[src/rtl/ps2_host_tx.sv]
// PS/2 host-to-device transmitter: inhibits the bus, issues request-to-send,
// shifts one command byte out on device clock edges and checks the acknowledge.
//
// state     | meaning
// ----------+---------------------------------------------------------
// IDLE      | lines released, waiting for start
// INHIBIT   | clock held low for INHIBIT_CYCLES
// RTS       | clock and data held low (start bit) for RTS_CYCLES
// BITS      | clock released, data bits/parity/stop follow device edges
// ACK       | waiting for device acknowledge on the 11th falling edge
// WAIT_IDLE | waiting for both lines to return high
// DONE      | one-cycle done pulse
// ERR       | one-cycle err pulse (timeout or missing acknowledge)
module ps2_host_tx #(
    parameter int INHIBIT_CYCLES = 10000,
    parameter int RTS_CYCLES     = 100,
    parameter int TIMEOUT_CYCLES = 200000
) (
    input  logic       clk,
    input  logic       reset,
    input  logic       start,
    input  logic [7:0] data,
    input  logic       PS2Clk,
    input  logic       PS2Data,
    output logic       ps2_clk_oe,
    output logic       ps2_data_oe,
    output logic       busy,
    output logic       done,
    output logic       err
);

    localparam int MAX_AB     = (INHIBIT_CYCLES > TIMEOUT_CYCLES) ? INHIBIT_CYCLES : TIMEOUT_CYCLES;
    localparam int MAX_CYCLES = (MAX_AB > RTS_CYCLES) ? MAX_AB : RTS_CYCLES;
    localparam int CW         = $clog2(MAX_CYCLES + 1);

    localparam logic [CW-1:0] INHIBIT_LOAD = CW'(INHIBIT_CYCLES - 1);
    localparam logic [CW-1:0] RTS_LOAD     = CW'(RTS_CYCLES - 1);
    localparam logic [CW-1:0] TIMEOUT_LOAD = CW'(TIMEOUT_CYCLES - 1);
    localparam logic [CW-1:0] CNT_ONE      = CW'(1);

    typedef enum logic [2:0] {
        IDLE, INHIBIT, RTS, BITS, ACK, WAIT_IDLE, DONE, ERR
    } state_t;

    state_t        state;
    logic [9:0]    frame;
    logic [3:0]    bit_idx;
    logic [CW-1:0] cnt;
    logic [1:0]    clk_sync;
    logic [1:0]    data_sync;
    logic          clk_prev;
    logic          fe;

    assign fe = clk_prev & ~clk_sync[1];

    always_ff @(posedge clk) begin
        if (!reset) begin
            state       <= IDLE;
            frame       <= '0;
            bit_idx     <= '0;
            cnt         <= '0;
            clk_sync    <= 2'b11;
            data_sync   <= 2'b11;
            clk_prev    <= 1'b1;
            ps2_clk_oe  <= 1'b0;
            ps2_data_oe <= 1'b0;
            busy        <= 1'b0;
            done        <= 1'b0;
            err         <= 1'b0;
        end else begin
            clk_sync  <= {clk_sync[0], PS2Clk};
            data_sync <= {data_sync[0], PS2Data};
            clk_prev  <= clk_sync[1];
            done      <= 1'b0;
            err       <= 1'b0;

            case (state)
                IDLE: begin
                    if (start) begin
                        frame      <= {1'b1, ~^data, data};
                        cnt        <= INHIBIT_LOAD;
                        ps2_clk_oe <= 1'b1;
                        busy       <= 1'b1;
                        state      <= INHIBIT;
                    end
                end
                INHIBIT: begin
                    if (cnt == '0) begin
                        ps2_data_oe <= 1'b1;
                        cnt         <= RTS_LOAD;
                        state       <= RTS;
                    end else begin
                        cnt <= cnt - CNT_ONE;
                    end
                end
                RTS: begin
                    if (cnt == '0) begin
                        ps2_clk_oe <= 1'b0;
                        bit_idx    <= '0;
                        cnt        <= TIMEOUT_LOAD;
                        state      <= BITS;
                    end else begin
                        cnt <= cnt - CNT_ONE;
                    end
                end
                BITS: begin
                    if (fe) begin
                        ps2_data_oe <= ~frame[bit_idx];
                        bit_idx     <= bit_idx + 4'd1;
                        cnt         <= TIMEOUT_LOAD;
                        if (bit_idx == 4'd9)
                            state <= ACK;
                    end else if (cnt == '0) begin
                        ps2_clk_oe  <= 1'b0;
                        ps2_data_oe <= 1'b0;
                        busy        <= 1'b0;
                        err         <= 1'b1;
                        state       <= ERR;
                    end else begin
                        cnt <= cnt - CNT_ONE;
                    end
                end
                ACK: begin
                    // acknowledge is the device pulling data low on this edge
                    if (fe) begin
                        cnt <= TIMEOUT_LOAD;
                        if (data_sync[1]) begin
                            ps2_clk_oe  <= 1'b0;
                            ps2_data_oe <= 1'b0;
                            busy        <= 1'b0;
                            err         <= 1'b1;
                            state       <= ERR;
                        end else begin
                            state <= WAIT_IDLE;
                        end
                    end else if (cnt == '0) begin
                        ps2_clk_oe  <= 1'b0;
                        ps2_data_oe <= 1'b0;
                        busy        <= 1'b0;
                        err         <= 1'b1;
                        state       <= ERR;
                    end else begin
                        cnt <= cnt - CNT_ONE;
                    end
                end
                WAIT_IDLE: begin
                    if (clk_sync[1] && data_sync[1]) begin
                        busy  <= 1'b0;
                        done  <= 1'b1;
                        state <= DONE;
                    end else if (cnt == '0) begin
                        ps2_clk_oe  <= 1'b0;
                        ps2_data_oe <= 1'b0;
                        busy        <= 1'b0;
                        err         <= 1'b1;
                        state       <= ERR;
                    end else begin
                        cnt <= cnt - CNT_ONE;
                    end
                end
                DONE:    state <= IDLE;
                ERR:     state <= IDLE;
                default: state <= IDLE;
            endcase
        end
    end

endmodule
[config.mk]
export PLATFORM = sky130hd
export DESIGN_NAME = ps2_host_tx
export DESIGN_NICKNAME = d
export VERILOG_FILES = /design/src/rtl/ps2_host_tx.sv
export SDC_FILE = /design/constraint.sdc
export NUM_CORES = 1
export LEC_CHECK = 0
export ABC_AREA = 1
export CELL_PAD_IN_SITES_DETAIL_PLACEMENT = 0
export CELL_PAD_IN_SITES_GLOBAL_PLACEMENT = 2
export CORE_MARGIN = 5
export CORE_UTILIZATION = 25
export CTS_CLUSTER_SIZE = 16
export DETAILED_ROUTE_END_ITERATION = 16
export HOLD_SLACK_MARGIN = 0.03
export PLACE_DENSITY = 0.68
export SYNTH_ARGS = -nofsm -noshare
export SYNTH_HDL_FRONTEND = slang
export SYNTH_SLANG_ARGS = --single-unit
[constraint.sdc]
create_clock -name clk -period 1.8 [get_ports clk]
set_input_delay 0.18 -clock clk [delete_from_list [all_inputs] [get_ports clk]]
set_output_delay 0.18 -clock clk [all_outputs]
set_load 0.01 [all_outputs]
==> Yosys cells after proc, flatten, opt, wreduce, memory -nomap -nowiden <==
Index checks and enable logic that the tools add are counted.
Widths: inputs -> output; s select.
{ "totals": {"register_bits": 45, "latchBits": 0, "ram_bits": 0, "romBits": 0, "input_bits": 13, "output_inout_bits": 5, "n_memories": 0} }
{ "classes": {"n_addsub": 2, "mul": 0, "div": 0, "n_lt_le_gt_ge": 1, "n_eq_ne": 16, "shifts": 0, "muxes": 47, "n_bitwise": 3, "n_reduce_logical": 19} }
{ "ops": {"columns": ["op", "n"], "rows": [
  ["$mux 18", 6],
  ["$pmux 18 s5", 1],
  ["$mux 3", 8],
  ["$mux 1", 22],
  ["$pmux 3 s7", 1],
  ["$logic_not 18->1", 1],
  ["$sub 18x1->18 const B", 1],
  ["$eq 3x3->1 const B", 4],
  ["$ne 2x2->1 const B", 6],
  ["$reduce_and 4->1", 3],
  ["$reduce_bool 5->1", 2],
  ["$mux 4", 2],
  ["$pmux 1 s4", 2],
  ["$pmux 4 s2", 1],
  ["$reduce_bool 4->1", 2],
  ["$reduce_xnor 8->1", 1],
  ["$eq 3x2->1 const B", 2],
  ["$ne 3x3->1 const B", 2],
  ["$reduce_and 3->1", 2],
  ["$lt 4x5->1 const B", 1],
  ["$pmux 1 s5", 1],
  ["$reduce_and 5->1", 1],
  ["$add 4x1->4 const B", 1],
  ["$bmux 1 s4", 1],
  ["other kinds (11)", 14]
]} }

==> Logic depth before layout (Yosys ltp) <==
{ "logic_depth": {"word_depth": 5, "depth_mapped": 13, "mapped_depth_nobuf": 13} }

==> Worst setup path after synthesis <==
Ideal clock, no wire load.
{ "synth_timing": {"path_kind": "flip-flop to flip-flop", "start": "reg cnt[0]", "end": "reg cnt[0]", "setup_time_ns": 0.095, "arrival_ns": 1.677, "path_slack_ns": 0.028, "path_stages_with_launch": 12, "path_buffers": 1, "cell_sequence": "dfxtp_1 -> inv_1 -> ha_1 -> inv_1 -> nor2_1 -> nand3_1 -> nor2_1 -> nand2_2 -> buf_2 -> ha_1 -> a21oi_1 -> a221oi_1"} }
{ "synth_via": {"elab_chain_len": 4, "word_cells_on_any_way": 8, "cone_classes": "add/sub (1); mux (6); reduce/logical (1)"} }
{ "synth_rtl": {"columns": ["element", "line_no", "source"], "rows": [
  ["from (decl)", "48", "logic [CW-1:0] cnt;"],
  ["from (signal assigned)", "93", "cnt <= cnt - CNT_ONE;"],
  ["from (signal assigned)", "103", "cnt <= cnt - CNT_ONE;"],
  ["from (signal assigned)", "120", "cnt <= cnt - CNT_ONE;"],
  ["$sub 18x1->18 / $logic_not 18->1 (equally long branches)", null, null],
  ["$mux 18", "113, 136, 151", null],
  ["$mux 18, on equally long branches", "147, 107", null],
  ["$pmux 18 s5 (*)", "77", "case (state)"]
]} }
Mark *: on every way between the ends. The rest lies on a longest branch, timed or not. The select of a mux whose other input is x is not followed.
A chain may end at the register's enable or synchronous reset.

==> Worst setup path in the final report <==
{ "layout_timing": {"start": "reg cnt[0]", "end": "reg cnt[14]"} }
Same word-level chain as after synthesis.

==> results by stage <==
Synth:
- The number of different library cells used by synthesis comes to 34.
- The synthesized net count is 445.
- The number of synthesis warnings is 0.
- The total of flip-flops plus latches after synthesis is 45.
- The mean instance size in the synthesized netlist is between 6 and 7 um2.
- In the synthesized netlist, the number of instances is ~430.
- The share of synthesized area occupied by flip-flops and latches is 32.4%.
- The mapped netlist covers 0.00278 mm2.

GRT:
- Global routing consumed, over all layers together, 14.5% of the routing resources.
- Entering global routing, the biggest net connects 25 pins.
- The wire length of the first global-routing pass is 15000 um.
- The via count of the first global-routing pass is 2870.
- The initial antenna violation count came to 0.
- After global routing the overflow that remains totals 0.

Hold path:
- In this run the most critical hold path is launched from clk_sync[0].
- The path with the worst hold slack has its endpoint at clk_sync[1].
- The class of the worst hold path is flip-flop to flip-flop.
- The worst hold path stage count is 1.

Die:
- The die covers 0.0133 mm2.
- The region available for standard cell placement spans 0.0109 mm2.
- The die span in y is 115 um.
- The effective utilization at floorplan is 25.5%.
- For this design the top-level I/O count stands at 18.
- In this run the horizontal extent of the chip is approximately 120 um.
- The floorplan has 38 rows.

Timing:
- The share of the clock period used by the worst path is 99.9%.
- The post-layout minimum cycle time is 1.80 ns.
- Setup total negative slack on the finished layout was measured at 0 ns.
- The max-slew violation count is 0.
- The number of failing hold endpoints at the final stage is 0.
- The slack of the critical path is 0.00212 ns.
- Across all hold checks on the routed design, the worst slack comes to 0.426 ns.
- The worst relative slew slack is between 70% and 80%.
- The post-route clock skew is approximately 0.014 ns.
- At the pin with the least slew margin, the transition time is 0.422 ns.
- Setup repair after global routing could not meet its margin everywhere.
- The upper clock frequency limit is around 0.56 GHz.
- The final count of negative-setup-slack endpoints is 0.

Detailed routing:
- The pre-antenna-repair detailed-routing pass consisted of 4 iterations.
- After detailed routing, the number of remaining DRC violations is 0.
- The detailed router finished its first iteration with 149 violations.
- For this block, the routed nets add up to ~9400 um of wire.
- The number of vias per cell after detailed routing is 4.66.
- The via count is 2915.
- The average wire per cell in the routed design is 15.0 um.
- The number of antenna-violating nets in the routed design is 0.

Setup path:
- The worst register-to-register path begins at cnt[0].
- The signal arrival time at the worst endpoint is 2.03 ns.
- The slowest stage cell on the critical path is dfxtp_2.
- The critical path contains buffers and inverters numbering 4 combined.
- Of all nets on the critical path, the largest fanout is 7.
- Traced cell by cell, the critical path runs through inv_2 > ha_4 > inv_2 > nor2_1 > nand3_1 > nor2_4 > nand2_4 > buf_12 > clkbuf_16 > nand4_1 > nand2_1 > a211oi_2.
- Among cell families on the critical path, the largest total delay comes from simple AND/OR/NAND/NOR gates.
- The register-to-register setup slack is 0.002 ns.
- The critical path in this run is classified as flip-flop to flip-flop.
- The worst register-to-register path ends at cnt[14].
- The most numerous cell on the critical path is inv_2.
- The required time of the critical path is 2.03 ns.
- The worst register-to-register path has a depth of 12.
- The stage delay of the slowest cell on the critical path is 0.34 ns.
- The worst setup path is launched from a flip-flop.
- The worst setup path is captured at a flip-flop.

Flow run:
- Max-cap violations in this run came to 0.

Placed design:
- Prior to clock tree synthesis, the placed netlist has a worst setup slack of -0.0412 ns.
- The routability congestion estimate from global placement is 0.829.
- The total half-perimeter wirelength after legalization and detailed placement is 6940 um.
- Port buffering added 17 buffers.

Clock network:
- The number of CTS-inserted buffers is 5.
- The clock root buffer master is clkbuf_8.
- The H-tree was split into 2 levels.
- The clock-pin transition on the worst setup and hold timing paths is 0.10 ns.
- The clock tree buffer depth is 2.
- The number of hold-repair buffers added at the cts stage is 0.
- For this design, the sink count on the clock tree is 45.
- The CTS tree is built.
- The clock reaches the later pin of the worst-skew pair after 0.32 ns.

Cells and area:
- The number of antenna repair diodes is 0.
- The final layout contains 503 nets.
- Of the cells placed in the final design, the portion with a size suffix greater than 1 is 27.6%.
- The layout has between 1000 and 1500 filler cells.
- Summing all flip-flop and latch instances after layout gives 907 um2.
- In the layout the commonest cells are nand2_1, nor2_1, dfxtp_1.
- The library cell used most frequently in the layout, excluding fill and tap cells, is nand2_1.
- Summing all multi-input logic gate instances after layout gives 0.00186 mm2.
- The relative area change from synthesis to final layout is 36.1%.
- The final core area utilization is between 30% and 40%.

Status:
- The run finished with clean final reports.

Power and ir drop:
- The overall power after layout is 5.75 mW.
- The leakage power is around 1.7 nW.
- The worst ir drop on vdd is 547 uV.
- The power per standard cell area is 1520 mW/mm2.
## report_power, final
part / leakage (nW) / internal [mW] / switching [mW]
Sequential: 0.371 / 1.23 / 0.182
Combinational: 1.24 / 1.48 / 2.12
Clock: 0.0478 / 0.317 / 0.413
Total: 1.66 / 3.03 / 2.71
## synth_stat cells (all sizes together)
cell	count	area, um2
nor4	2	12.5
nor3	11	60.1
dfxtp	45	901
o211ai	2	15.0
buf	5	43.8
nand4	4	25.0
nor2	56	238
nand3	32	165
xor2	4	35.0
o21ai	42	218
a32oi	1	8.76
xnor2	8	70.1
o21bai	1	7.51
ha	5	62.6
a221oi	1	8.76
clkbuf	4	15.0
nand2	107	432
a21oi	37	193
a31oi	5	31.3
or2	4	25.0
inv	49	189
a211oi	2	25.0
## sequential cells by signal, summed over array words and instances (netlist names)
signal       cells
cnt             18
frame           10
bit_idx          4
state            3
clk_sync         2
data_sync        2
busy             1
clk_prev         1
done             1
err              1
ps2_clk_oe       1
ps2_data_oe      1
## cell type report
| cell class | count | area share [%] |
|---|---|---|
| tap | 140 | 4.63 |
| clock inverter | 2 | 0.430 |
| timing repair buffer | 59 | 14.6 |
| multi-input combinational | 325 | 49.1 |
| sequential | 45 | 24.0 |
| inverter | 49 | 5.06 |
| clock buffer | 6 | 2.18 |
## how the worst max path moves through the flow
stage / from / to / slack (ns) / cells after the start
finish: cnt[0] / cnt[14] / 0.002 / 12
global route: cnt[0] / cnt[14] / -0.11 / 12
CTS: cnt[0] / state[0] / 0.01 / 13
detailed placement: cnt[0] / state[0] / -0.04 / 13
global placement: cnt[0] / state[0] / -0.02 / 13
floorplan: cnt[0] / cnt[0] / 0.03 / 11
## layer usage
| layer | track usage [%] | part of all wire [%] |
|---|---|---|
| met5 | 0 | 0 |
| met2 | 22.7 | 45 |
| met3 | 2.51 | 2.7 |
| met1 | 20.5 | 50 |
| met4 | 4.38 | 2.6 |
## cells by family (layout without fill, tap and decap cells)
kind of cell    count (synthesis)  in the layout  synth area share (%)
xor+xnor                       12             12                  3.78
simple gates                  216            217                  34.4
compound gates                 91             91                  18.2
flops                          45             45                  32.4
buf+inv                        58            116                  8.91
fa+ha+maj                       5              5                  2.25
## metrics by stage
stage / cells / area [um2]
after detailed placement: 605 / 3290
after global routing: 626 / 3780
after global placement: 605 / 3290
after floorplan: 427 / 2780
after CTS: 613 / 3400
final: 626 / 3780
## worst reg2reg max path: stages (launching register included)
cell       delay [ns]
dfxtp_2          0.34
inv_2            0.08
ha_4             0.14
inv_2            0.02
nor2_1           0.07
nand3_1          0.12
nor2_4           0.19
nand2_4          0.15
buf_12           0.18
clkbuf_16        0.14
nand4_1          0.08
nand2_1          0.06
a211oi_2         0.14
## timing repair
action | in CTS | in global routing
endpoints found under the setup margin | 10 | 24
resized for setup | 3 | 68
gates cloned | 0 | 2
pin swaps | 0 | 16
setup buffers | 0 | 11
No activity file was read; power rests on OpenSTA's default activity.
